## config.mk

```make
export PLATFORM = sky130hd
export DESIGN_NAME = door_motion_conditioner
export DESIGN_NICKNAME = d
export VERILOG_FILES = /design/src/rtl/door_motion_conditioner.sv
export SDC_FILE = /design/constraint.sdc
export NUM_CORES = 1
export LEC_CHECK = 0
export BUFFER_PORTS_ARGS = -buffer_cell sky130_fd_sc_hd__buf_2
export CORE_ASPECT_RATIO = 0.7
export CORE_UTILIZATION = 45
export DETAILED_ROUTE_END_ITERATION = 10
export GPL_TIMING_DRIVEN = 0
export PLACE_DENSITY = 0.68
export SLEW_MARGIN = 30
export SYNTH_ARGS = -nofsm -noshare
export SYNTH_HDL_FRONTEND = slang
export SYNTH_SLANG_ARGS = --single-unit
```

## constraint.sdc

```tcl
create_clock -name clk -period 4 [get_ports clk]
set_clock_uncertainty 0.05 [all_clocks]
set_input_delay 0.4 -clock clk [delete_from_list [all_inputs] [get_ports clk]]
set_output_delay 0.4 -clock clk [all_outputs]
set_load 0.02 [all_outputs]
```

## src/rtl/door_motion_conditioner.sv

```systemverilog
// door_motion_conditioner: synchronises and debounces the raw door motion
// sensor, stretches the motion level by a hold time, and traps a stuck-high
// sensor in a fail-secure fault state until software clears it.
//
// state   | meaning
// --------+--------------------------------------------------------------
// IDLE    | no motion, waiting for synchronised input to go high
// QUALIFY | input high, counting consecutive high samples (debounce)
// ACTIVE  | motion reported, counting consecutive high cycles (stuck watch)
// HOLD    | input dropped, motion still reported until hold time expires
// FAULT   | stuck sensor, motion forced low until clear_fault with input low

`ifndef DOOR_MOTION_SENSOR_DATA_WIDTH
`define DOOR_MOTION_SENSOR_DATA_WIDTH 1
`endif

module door_motion_conditioner #(
  parameter int SYNC_STAGES     = 2,
  parameter int DEBOUNCE_CYCLES = 16,
  parameter int HOLD_CYCLES     = 1000,
  parameter int STUCK_CYCLES    = 100000,
  parameter int CNT_W           = 20
) (
  input  logic                                       clk,
  input  logic                                       reset,
  input  logic                                       raw_motion,
  input  logic                                       clear_fault,
  output logic [`DOOR_MOTION_SENSOR_DATA_WIDTH-1:0] door_motion_sensor,
  output logic                                       sensor_fault,
  output logic [2:0]                                 state_dbg
);

  typedef enum logic [2:0] {
    ST_IDLE    = 3'd0,
    ST_QUALIFY = 3'd1,
    ST_ACTIVE  = 3'd2,
    ST_HOLD    = 3'd3,
    ST_FAULT   = 3'd4
  } state_t;

  // Terminal counts; the shared counter is compared against these, never wraps.
  localparam logic [CNT_W-1:0] DEB_TC   = CNT_W'(DEBOUNCE_CYCLES - 1);
  localparam logic [CNT_W-1:0] HOLD_TC  = CNT_W'(HOLD_CYCLES - 1);
  localparam logic [CNT_W-1:0] STUCK_TC = CNT_W'(STUCK_CYCLES - 1);
  localparam logic [CNT_W-1:0] CNT_ONE  = CNT_W'(1);

  logic [SYNC_STAGES-1:0] sync_q, sync_d;
  logic                   s;

  state_t           state_q, state_d;
  logic [CNT_W-1:0] cnt_q, cnt_d;
  logic             motion_q, motion_d;
  logic             fault_q, fault_d;

  // Shift raw input through the synchroniser chain.
  always_comb begin
    sync_d = {sync_q[SYNC_STAGES-2:0], raw_motion};
  end

  assign s = sync_q[SYNC_STAGES-1];

  // Synchroniser flops.
  always_ff @(posedge clk or posedge reset) begin
    if (reset) begin
      sync_q <= '0;
    end else begin
      sync_q <= sync_d;
    end
  end

  // Next-state, counter and output decode; outputs follow the next state so
  // they are registered together with it.
  always_comb begin
    state_d = state_q;
    cnt_d   = cnt_q;
    case (state_q)
      ST_IDLE: begin
        cnt_d = '0;
        if (s) begin
          state_d = (DEBOUNCE_CYCLES == 1) ? ST_ACTIVE : ST_QUALIFY;
          cnt_d   = CNT_ONE;
        end
      end
      ST_QUALIFY: begin
        if (!s) begin
          state_d = ST_IDLE;
          cnt_d   = '0;
        end else if (cnt_q == DEB_TC) begin
          state_d = ST_ACTIVE;
          cnt_d   = CNT_ONE;
        end else begin
          cnt_d = cnt_q + CNT_ONE;
        end
      end
      ST_ACTIVE: begin
        // A falling input beats the stuck terminal count.
        if (!s) begin
          state_d = ST_HOLD;
          cnt_d   = '0;
        end else if (cnt_q == STUCK_TC) begin
          state_d = ST_FAULT;
          cnt_d   = '0;
        end else begin
          cnt_d = cnt_q + CNT_ONE;
        end
      end
      ST_HOLD: begin
        // A retrigger beats the hold terminal count.
        if (s) begin
          state_d = ST_ACTIVE;
          cnt_d   = CNT_ONE;
        end else if (cnt_q == HOLD_TC) begin
          state_d = ST_IDLE;
          cnt_d   = '0;
        end else begin
          cnt_d = cnt_q + CNT_ONE;
        end
      end
      ST_FAULT: begin
        cnt_d = '0;
        if (clear_fault && !s) begin
          state_d = ST_IDLE;
        end
      end
      default: begin
        state_d = ST_IDLE;
        cnt_d   = '0;
      end
    endcase
    motion_d = (state_d == ST_ACTIVE) || (state_d == ST_HOLD);
    fault_d  = (state_d == ST_FAULT);
  end

  // FSM state, shared counter and registered outputs.
  always_ff @(posedge clk or posedge reset) begin
    if (reset) begin
      state_q  <= ST_IDLE;
      cnt_q    <= '0;
      motion_q <= 1'b0;
      fault_q  <= 1'b0;
    end else begin
      state_q  <= state_d;
      cnt_q    <= cnt_d;
      motion_q <= motion_d;
      fault_q  <= fault_d;
    end
  end

  // Drive level on bit 0, upper bits held at zero.
  always_comb begin
    door_motion_sensor    = '0;
    door_motion_sensor[0] = motion_q;
  end

  assign sensor_fault = fault_q;
  assign state_dbg    = state_q;

endmodule

```

==> impl_metrics.yaml <==
placed_design:
  portBuffers: 8
  place_congestion: 0.864
  dp.cells: 190
  dpl-instance-area_mm2: 0.00148
  hpwl_um: 1980
  post-place-ws_ns: 1.54
worst_setup_path:
  crit_arrival_ns: 2.57
  path_class: "register to register"
  crit_slowest_cell: "a211oi_4"
  worstReg2RegStart: "cnt_q[0]$_DFF_PP0_"
  critical_path_required_ns: 4.12
  crit_path_start_kind: "register"
  critPathCaptureType: "register"
  reg2reg_depth: 7
  cp_max_fo: 10
  critPathMaxStageDelay_ns: 0.52
  r2r-end: "cnt_q[5]$_DFF_PP0_"
  rrSetupSlack_ns: 1.55
  cp.buffers_inverters: 1
  crit_chain: "ha_1 > nand3b_1 > nor4b_1 > a2111oi_1 > a211oi_4 > buf_6 > nor2_1"
  crit_family: "compound AO/OA/AOI/OAI gates"
cts:
  clockBufferDepth: 2
  cts_tree: "built"
  path_clk_slew_ns: 0.09
  clock-sinks: 27
  post_cts_resized: 0
  cts_hold_buf: 0
  numCtsBuffers: 3
  htreeDepth: 1
  cts-root-buf: "clkbuf_8"
  clk_latency_ns: 0.27
  post_cts_buffers: 0
power:
  power.density_mw_per_mm2: 299
  p_leak_nw: 0.639
  peakVddDrop_mv: 0.215
routing:
  dr.pass1.iters: 4
  drcViolationCount: 0
  drt_iter0_drc: 84
  final_antenna_net_count: 0
  vias: 1090
  via_per_inst: 5.62
  wl_um: 2740
  wl_per_cell_um: 14.1
floorplan:
  rows: 16
  dieWidth_um: 68.4
  core_mm2: 0.00286
  die_area_mm2: 0.00332
  start_util_pct: 48.6
  die-height_um: 48.5
  io_pins: 9
outcome:
  status: "complete, no violations"
timing:
  relSlewSlack_pct: 42.7
  tightest_slew_ns: 0.851
  drv_slew: 0
  hold_viol: 0
  fin_ws_ns: 1.55
  setup_violations: 0
  fmax_mhz: 407
  finalCritPeriodShare_pct: 61.4
  min_period_ns: 2.45
  rsz0062_at_grt: "false"
  fin_setup_tns_ns: 0
final_layout:
  drive_gt1_share_pct: 10.8
  final_cells: 194
  num_antenna_cells: 0
  finish.utilization_pct: 53.1
  area_delta_synth_final_pct: 9.45
  num-nets-final: 164
  fin_area_mm2: 0.00152
yosys:
  synth_compound_gate_area_share_pct: 9.81
  synth-simple-area-share_pct: 26.4
  yosysMostFrequentCell: "dfrtp_1"
  synthTopCellsByArea: "dfrtp_1, nor2_1, xor2_1"
  seq_area_frac_synth_pct: 48.6
  synthMuxAreaShare_pct: 0
  ys_top_cells_by_count: "dfrtp_1, nor2_1, nand2_1"
  synth_top_family_by_area: "simple AND/OR/NAND/NOR gates"
  yosys.area_share.adder_pct: 0.900
  synth_top_area_share_pct: 48.6
  syn-num-nets: 151
  avgSynthCellArea_um2: 9.52
  ys.flop_type: "dfrtp_1"
  synth-edff-count: 0
  ys_async_sr_fraction_pct: 100
  synth.distinct_cells: 33
  yosysTopAreaCell: "dfrtp_1"
  yosysWarnings: 0
  synth_cells: 146
  synthXorXnorAreaFrac_pct: 11.3
  synth_area_mm2: 0.00139
  ys_ff_latch: 27
global_routing:
  grt_pass1_vias: 1045
  antenna_found_initial: 0
  grt_max_degree: 28
  grt_pass1_wl_um: 5020
  overflow: 0
  groute.usage.overall_pct: 20.4
run:
  drv_cap: 0
min_path:
  hold_class: "input pin to asynchronous set/reset pin"
-- worst register-to-register path, cell delays in order (launching register included) --
cell and delay, ns:
dfrtp_1 0.38, ha_1 0.26, nand3b_1 0.13, nor4b_1 0.51, a2111oi_1 0.23, a211oi_4 0.52
buf_6 0.21, nor2_1 0.06
-- cell usage in the layout (no fill, tap or decap), types with 3 or more instances in the layout --
cell type,Yosys,final
xor2_1,10,10
nor4_1,7,7
nand2_1,11,11
a211o_1,3,3
nor2_1,26,26
nand3_1,9,9
clkbuf_8,0,3
a21oi_1,4,4
dfrtp_1,27,27
nand4_1,4,4
inv_1,6,5
nor3_1,3,3
xnor2_1,8,8
buf_2,0,8
-- report_power, final --
group          internal (mW)  switching, mW
Clock                 0.0699         0.0840
Combinational        0.00674         0.0152
Sequential             0.276        0.00288
Total                  0.352          0.102
-- area by class of cell --
type / count / area (um2)
clock buffers: 3 / 41.3
multi-input cells: 110 / 673
repair buffers: 8 / 40.0
well taps: 36 / 45.0
inverters: 6 / 22.5
clock inverters: 1 / 5.00
plain buffers: 3 / 18.8
fillers: 281 / 1340
flip-flops and latches: 27 / 676
-- state kept, by name, indices dropped and copies added, names as in the netlist --
| name | cells |
|---|---|
| state_dbg | 3 |
| sync_q | 2 |
| door_motion_sensor | 1 |
| sensor_fault | 1 |
| cnt_q | 20 |
-- worst max path at each step --
stage	start	endpoint	slack, ns	cells after the start
2_1_floorplan	cnt_q[0]$_DFF_PP0_	cnt_q[13]$_DFF_PP0_	1.91	7
3_3_place_gp	cnt_q[0]$_DFF_PP0_	cnt_q[19]$_DFF_PP0_	1.58	7
3_5_place_dp	cnt_q[0]$_DFF_PP0_	cnt_q[5]$_DFF_PP0_	1.54	7
4_1_cts	cnt_q[0]$_DFF_PP0_	cnt_q[19]$_DFF_PP0_	1.52	7
5_1_grt	cnt_q[0]$_DFF_PP0_	cnt_q[19]$_DFF_PP0_	1.26	7
6_report	cnt_q[0]$_DFF_PP0_	cnt_q[5]$_DFF_PP0_	1.55	7
-- per-layer routing --
layer	vias to the layer above	part of all wire (%)	track usage, %	wire length, um
met5	-	0	0	0
met4	0	1.2	5.21	34
met3	4	4.0	5.66	110
met2	17	40	26.3	1110
met1	532	54	33.0	1490
li1	537	-	-	-
-- cells by family after synthesis --
| kind of cell | count (synthesis) |
|---|---|
| DFF | 27 |
| xor gates and xnor gates | 18 |
| AOI/OAI and AO/OA | 17 |
| and+or+nand+nor | 74 |
| adders and majority gates | 1 |
| buffers and inverters | 9 |
-- through the flow --
step	power (mW)	hold slack (ns)
after floorplan	0.299	0.281
after global placement	0.306	0.284
after detailed placement	0.306	0.288
after CTS	0.464	0.134
after global routing	0.477	0.162
final	0.454	0.119
No activity file was read; power rests on OpenSTA's default activity.
